===== config.mk =====
export PLATFORM = sky130hd
export DESIGN_NAME = coin_change_dispenser
export DESIGN_NICKNAME = d
export VERILOG_FILES = /design/src/rtl/coin_change_dispenser.sv
export SDC_FILE = /design/constraint.sdc
export NUM_CORES = 1
export LEC_CHECK = 0
export CAP_MARGIN = 20
export CORE_AREA = 5 5 131 133
export DETAILED_ROUTE_END_ITERATION = 8
export DIE_AREA = 0 0 136 138
export HOLD_SLACK_MARGIN = 0.12
export PLACE_DENSITY_LB_ADDON = 0.2
export SYNTH_ARGS = -nofsm -noshare
export SYNTH_HDL_FRONTEND = slang
export SYNTH_SLANG_ARGS = --single-unit

===== constraint.sdc =====
create_clock -name clk -period 13.45 [get_ports clk]
set_input_delay 2.0175 -clock clk [delete_from_list [all_inputs] [get_ports clk]]
set_output_delay 2.0175 -clock clk [all_outputs]
set_load 0.1 [all_outputs]

===== src/rtl/coin_change_dispenser.sv =====
// -----------------------------------------------------------------------------
// coin_change_dispenser
//
// Change-return engine for the vending machine. It accepts a return amount
// from the balance logic and presents one coin at a time to the hopper. Coins
// are chosen greedily, largest first. The engine reports completion, the total
// value dispensed and any remainder that no coin can represent.
//
// Ports:
//   clk               clock; all state updates on the rising edge
//   reset             synchronous, active-high reset
//   i_start           request a return; sampled only in IDLE
//   i_amount          amount to return; latched when i_start is accepted
//   i_hopper_ready    hopper accepts the presented coin this cycle
//   o_return_coin     one-hot coin presented ([0]=COIN0 .. [2]=COIN2); 0 = none
//   o_busy            high in DISPENSE and DONE
//   o_done            one-cycle pulse at the end of a return
//   o_dispensed_total value of coins accepted since the last start
//   o_remainder       unreturned amount (< COIN0_VALUE); valid from o_done on
// -----------------------------------------------------------------------------
module coin_change_dispenser #(
  parameter int unsigned TOTAL_BITS  = 31,
  parameter int unsigned COIN0_VALUE = 100,
  parameter int unsigned COIN1_VALUE = 500,
  parameter int unsigned COIN2_VALUE = 1000
) (
  input  logic                  clk,
  input  logic                  reset,
  input  logic                  i_start,
  input  logic [TOTAL_BITS-1:0] i_amount,
  input  logic                  i_hopper_ready,
  output logic [2:0]            o_return_coin,
  output logic                  o_busy,
  output logic                  o_done,
  output logic [TOTAL_BITS-1:0] o_dispensed_total,
  output logic [TOTAL_BITS-1:0] o_remainder
);

  localparam logic [TOTAL_BITS-1:0] COIN0 = TOTAL_BITS'(COIN0_VALUE);
  localparam logic [TOTAL_BITS-1:0] COIN1 = TOTAL_BITS'(COIN1_VALUE);
  localparam logic [TOTAL_BITS-1:0] COIN2 = TOTAL_BITS'(COIN2_VALUE);

  typedef enum logic [1:0] {
    S_IDLE     = 2'd0,
    S_DISPENSE = 2'd1,
    S_DONE     = 2'd2
  } state_t;

  state_t                  state;
  logic [TOTAL_BITS-1:0]   remaining;
  logic [2:0]              coin_sel;
  logic [TOTAL_BITS-1:0]   coin_value;
  logic [TOTAL_BITS-1:0]   next_remaining;

  // Greedy coin choice. Only meaningful in DISPENSE, where remaining is
  // always >= COIN0, so exactly one bit is set there. Because it depends only
  // on registered state, the coin stays stable while the hopper stalls.
  // NOTE: every always_comb output gets a default first so no path can leave
  // it unassigned and infer a latch.
  always_comb begin
    coin_sel   = 3'b000;
    coin_value = '0;
    if (state == S_DISPENSE) begin
      if (remaining >= COIN2) begin
        coin_sel   = 3'b100;
        coin_value = COIN2;
      end else if (remaining >= COIN1) begin
        coin_sel   = 3'b010;
        coin_value = COIN1;
      end else if (remaining >= COIN0) begin
        coin_sel   = 3'b001;
        coin_value = COIN0;
      end
    end
  end

  // Never underflows: coin_value <= remaining by selection.
  assign next_remaining = remaining - coin_value;

  // NOTE: state registers use non-blocking assignments so every flop samples
  // pre-edge values, independent of statement order.
  always_ff @(posedge clk) begin
    if (reset) begin
      state             <= S_IDLE;
      remaining         <= '0;
      o_dispensed_total <= '0;
      o_remainder       <= '0;
    end else begin
      case (state)
        S_IDLE: begin
          if (i_start) begin
            remaining         <= i_amount;
            o_dispensed_total <= '0;
            if (i_amount < COIN0) begin
              // Nothing dispensable: the whole amount is the remainder.
              o_remainder <= i_amount;
              state       <= S_DONE;
            end else begin
              o_remainder <= '0;
              state       <= S_DISPENSE;
            end
          end
        end

        S_DISPENSE: begin
          if (i_hopper_ready && (coin_sel != 3'b000)) begin
            remaining         <= next_remaining;
            o_dispensed_total <= o_dispensed_total + coin_value;
            if (next_remaining < COIN0) begin
              // Capture the remainder on entry to DONE so it is valid with o_done.
              o_remainder <= next_remaining;
              state       <= S_DONE;
            end
          end
        end

        S_DONE: begin
          state <= S_IDLE;
        end

        default: begin
          state <= S_IDLE;
        end
      endcase
    end
  end

  assign o_return_coin = coin_sel;
  assign o_busy        = (state != S_IDLE);
  assign o_done        = (state == S_DONE);

endmodule


# --- After elaboration in Yosys (flattened, before gate mapping) ---
# Index checks and enable logic that the tools add are counted.
op_classes:
  muxes: 24
  n_lt_le_gt_ge: 5
  n_eq_ne: 5
  reduce_logical: 8
  addsub: 2
op_table:
  columns: ["operator", "count"]
  rows:
  - ["$mux W31", 8]
  - ["$pmux W31 S2", 3]
  - ["$lt A31 B7 Y1 const B", 2]
  - ["$add A31 B31 Y31", 1]
  - ["$ge A31 B10 Y1 const B", 1]
  - ["$ge A31 B7 Y1 const B", 1]
  - ["$ge A31 B9 Y1 const B", 1]
  - ["$sub A31 B31 Y31", 1]
  - ["$mux W10", 2]
  - ["$mux W2", 5]
  - ["$mux W9", 1]
  - ["$mux W7", 1]
  - ["$mux W3", 2]
  - ["$reduce_and A3 Y1", 2]
  - ["$ne A2 B1 Y1 const B", 2]
  - ["$pmux W2 S2", 1]
  - ["$reduce_and A4 Y1", 1]
  - ["$reduce_bool A2 Y1", 2]
  - ["$reduce_bool A3 Y1", 1]
  - ["$eq A2 B1 Y1 const B", 1]
  - ["$eq A2 B2 Y1 const B", 1]
  - ["$logic_not A2 Y1", 1]
  - ["$ne A2 B2 Y1 const B", 1]
  - ["$logic_and A1 B1 Y1", 1]
  - ["$mux W1", 1]
word_totals:
  output_inout_bits: 67
  regBits: 95
  input_bits: 35
  wordCells: 48

# --- Depth between registers and ports, before layout ---
depth:
  word_depth: 10
  mapped_depth: 18

# --- Worst setup path before layout ---
# Ideal clock, no wire load.
synth_timing:
  kind: "register to output"
  startpoint: "register remaining[13]"
  endpoint: "output o_return_coin[0]"
  slack_ps: 8889
  arrival_ps: 2543
  stages_incl_launch_ff: 7
  cell_sequence: "dfxtp_1 clkbuf_1 nor3_1 nand4_1 nor2_1 o21ai_0 nor2_1"
synth_via:
  elab_chain_cells: 5
synth_lines:
  columns: ["item", "line", "text"]
  rows:
  - ["start, declared", "50", "logic [TOTAL_BITS-1:0] remaining;"]
  - ["start signal, assigned", "92", "remaining <= i_amount;"]
  - ["start signal, assigned", "107", "remaining <= next_remaining;"]
  - ["$ge A31 B7 Y1", "70", "end else if (remaining >= COIN0) begin"]
  - ["$mux W1", "70", null]
  - ["$mux W2", "67", "end else if (remaining >= COIN1) begin"]
  - ["$mux W3 (*)", "64", "if (remaining >= COIN2) begin"]
  - ["$mux W3 (*)", "63", "if (state == S_DISPENSE) begin"]
  - ["end, declared", "32", "output logic [2:0] o_return_coin,"]
# Mark *: on every way between the ends. The rest lies on a longest branch, timed or not.

# --- Worst setup path in the final report ---
layout_timing:
  startpoint: "register remaining[15]"
  endpoint: "output o_return_coin[0]"
# The elaborated chain is that of the path after synthesis.

==> key figures <==
Status
  – Outcome: finished, final reports clean

Global route
  – First-pass GRT wire length: roughly 28 mm
  – Initial antenna violation count: 0
  – Congestion Overflow GR: 0
  – GRT Resource Usage Total: 0.1818
  – Vias in the first global route: between 5000 and 6000
  – Largest net degree at the start of global routing: 50

Yosys
  – Xor/xnor share of the synthesized area: 0.05325
  – Area share of and/or/nand/nor cells after synthesis: 0.2944
  – Complex-gate fraction of the synthesized area: 0.2169
  – Synth unique cells: 75
  – Synth Area in Adders: 0.04426
  – Post-synth EDFFs: 0
  – Most common cell in the netlist: nor2_1
  – Synth top area cells: dfxtp_1 (34%), nor2_1 (7.4%), a21oi_1 (4.5%), nand2_1 (4.1%), ha_1 (3.7%)
  – Synth Cell Area: 0.005428 mm^2
  – Largest family of logic cells by synthesized area: simple AND/OR/NAND/NOR gates
  – Sequential share of the synthesized area: 0.3430
  – YS warnings: 0
  – Synth area leader: dfxtp_1
  – Asr flop ratio synth: 0
  – Top cells by count, synth: nor2_1 (107), dfxtp_1 (93), nand2_1 (60)
  – Synth Register Bits: 93
  – Mean Syn Cell Area: just under 8 um^2
  – Synth Instances: 687
  – Share of the synthesized area in the top cell type: 0.3430
  – Post-synthesis mux area share: 0.003919
  – Post-synth top flop: dfxtp_1

Worst hold path
  – Hold path depth: 2
  – Hold WC Path Type: reg2reg

Worst setup path
  – Delay-heaviest family, CP: buffers and inverters
  – WP depth: 5
  – R2R Setup Slk: ~8.0 ns
  – Crit path required time: around 11 ns
  – Maximum fanout along the worst path: 10
  – Max stage delay on crit path: approximately 1.0 ns
  – Reg2Reg Depth: 15
  – Arrival @ worst endpoint: 3.62 ns
  – Worst-path cell chain: nor4_2, nand4_1, o31ai_1, nor2_1, clkdlybuf4s50_1
  – Worst path bufs/invs: 1
  – Critical path's slowest cell: clkdlybuf4s50_1
  – CP Capture Type: primary output
  – Worst Setup Start Kind: flop
  – Critical path class: reg2out

Power and ir drop
  – Peak supply drop: ~55 uV
  – Sw power: ~0.3 mW
  – Sequential Power Share: 0.374
  – Power Density: 119.8 mW/mm^2
  – Switching Share: 0.3759
  – P_int: 0.5106 mW
  – Combinational power share: 0.314
  – Clk network pwr share: 0.312
  – Pleak: 2.477 nW

Timing
  – Min Tclk post-route: between 5 and 6 ns
  – Post-route clock period utilization: 0.4188
  – Rel. slew slack: 0.2981
  – RSZ-0062 raised after global routing: false
  – TNS Setup: 0 ns
  – Fin Clk Skew: ~0.0063 ns
  – Max Slew Vio Count: 0
  – Fin. Hold Viols: 0
  – Setup violators final: 0
  – Worst-Margin Slew: ~1.1 ns
  – F_max: roughly 180 MHz

Floorplanning
  – FP Rows: 46
  – Starting Density: 0.3454
  – Core area: ~0.016 mm^2
  – Die H: between 100 and 150 um
  – DIE AREA: about 0.019 mm^2
  – # IOs: 102
  – Chip width: 136 um

Placement
  – IO buf count: 99
  – Final Wtd Congestion: approximately 0.94
  – Post-DP HPWL: 12.44 mm

Drt
  – Post-DRT Antenna Nets: 0
  – Top Metal Used: met4
  – Met3 wire length: 812 um
  – DR vias/cell: 5.521
  – Iter 0 DRT Violations: between 500 and 600
  – WL met1: between 7 and 8 mm
  – DR WL met2: a little under 8 mm
  – DRT Wirelength: around 17 mm
  – Vias post-DR: 5411
  – Avg WL per Cell: roughly 17 um
  – Drt drc: 0
  – Drt pass-1 iters: 5

Finish
  – P&R area growth vs syn: 25.80%
  – Final core occ: 0.4345
  – ANT cells: 0
  – Share of cells above drive strength 1: 0.06414
  – Filler instances: ~1600
  – Nets: ~810

Clocking
  – TritonCTS buffer count: 9
  – H-tree depth: 3
  – Clk sinks: a little over 90
  – Clk_lat worst skew: 0.35 ns
  – CTS Buffer Depth: 2
  – Clock Pin Slew Worst Setup and Hold Paths: 0.07 ns
  – Hold-fix buffers, CTS: 0
  – TritonCTS clock tree: built
  – Root buffer cell: clkbuf_16
  – Post-CTS Repair Setup Buffers: 0
  – CTS resizes: 0

Flow run
  – Max-Cap Viols: 0
power groups by stage:
| stage | logic, mW | registers [mW] | clock network (mW) |
|---|---|---|---|
| floorplan | 0.177 | 0.318 | 0 |
| global placement | 0.254 | 0.311 | 0 |
| detailed placement | 0.252 | 0.312 | 0 |
| CTS | 0.253 | 0.305 | 0.261 |
| global route | 0.280 | 0.308 | 0.272 |
| finish | 0.257 | 0.306 | 0.255 |
final cells by class:
class	instances	area (um^2)	area share
timing repair buffer	105	1031	0.1510
inverter	10	37.54	0.005498
sequential	93	1862	0.2727
multi-input combinational	540	3336	0.4885
clock buffer	10	239.0	0.03500
clock inverter	6	52.55	0.007697
tap	216	270.3	0.03958
state kept, by name (all words and copies together), names as in the netlist:
signal             count
o_dispensed_total     29
state                  2
o_remainder           31
remaining             31
placed cells by master (no fill, tap or decap), drive strengths merged, types with 3 or more instances in the layout:
cell type / Yosys / layout
inv: 10 / 13
o21ai: 27 / 27
a21o: 10 / 10
xnor2: 20 / 20
and4: 6 / 6
a211oi: 14 / 14
nor2b: 3 / 3
nand4: 10 / 10
a22oi: 10 / 10
and2: 30 / 30
nor3b: 5 / 5
clkbuf: 34 / 10
a221oi: 9 / 9
o21a: 4 / 4
o31ai: 6 / 6
nand2: 60 / 60
buf: 11 / 7
a31oi: 4 / 4
or4: 10 / 10
nand3: 17 / 17
o211ai: 3 / 3
dfxtp: 93 / 93
nand2b: 5 / 5
a21oi: 50 / 50
nor2: 108 / 108
or2: 3 / 3
xor2: 13 / 13
o22ai: 5 / 5
nor3: 24 / 24
clkdlybuf4s50: 0 / 98
ha: 16 / 16
or3: 5 / 5
and3: 6 / 6
nor4: 16 / 16
o311ai: 3 / 3
cells by family after synthesis:
logic type      after synthesis
compound gates              169
xor+xnor                     33
fa+ha+maj                    18
buf+inv                      55
flops                        93
mux                           2
other cells                   1
simple gates                316
tightest hold or removal path: cells and delay by family, from the launching register on:
| kind | cells | cell delay [ns] |
|---|---|---|
| compound gates | 1 | 0.05 |
| flops | 1 | 0.31 |
| simple gates | 1 | 0.05 |
routing by layer:
layer | vias up | track usage
li1 | 2621 | -
met1 | 2600 | 0.2511
met2 | 162 | 0.2900
met3 | 28 | 0.02576
met4 | 0 | 0.06207
met5 | - | 0
final timing paths:
path                                   start                           end
hold / removal     remaining[0]$_SDFFE_PP0P_     remaining[0]$_SDFFE_PP0P_
hold reg to reg    remaining[0]$_SDFFE_PP0P_     remaining[0]$_SDFFE_PP0P_
setup reg to reg  remaining[15]$_SDFFE_PP0P_  o_remainder[20]$_SDFFE_PP0P_
setup / recovery  remaining[15]$_SDFFE_PP0P_              o_return_coin[0]
per-stage QoR:
stage | worst slack [ns] | hold slack, ns | instance area (um^2) | power, mW | cells
CTS | 7.918 | 0.4631 | 6828 | 0.8193 | 980
global placement | 8.255 | 0.4442 | 6536 | 0.5650 | 964
detailed placement | 8.245 | 0.4431 | 6536 | 0.5635 | 964
global route | 7.517 | 0.4773 | 6828 | 0.8599 | 980
floorplan | 8.889 | 0.4367 | 5431 | 0.4951 | 688
finish | 7.817 | 0.4592 | 6828 | 0.8180 | 980
Note: power is estimated with default switching activity, not from simulation.
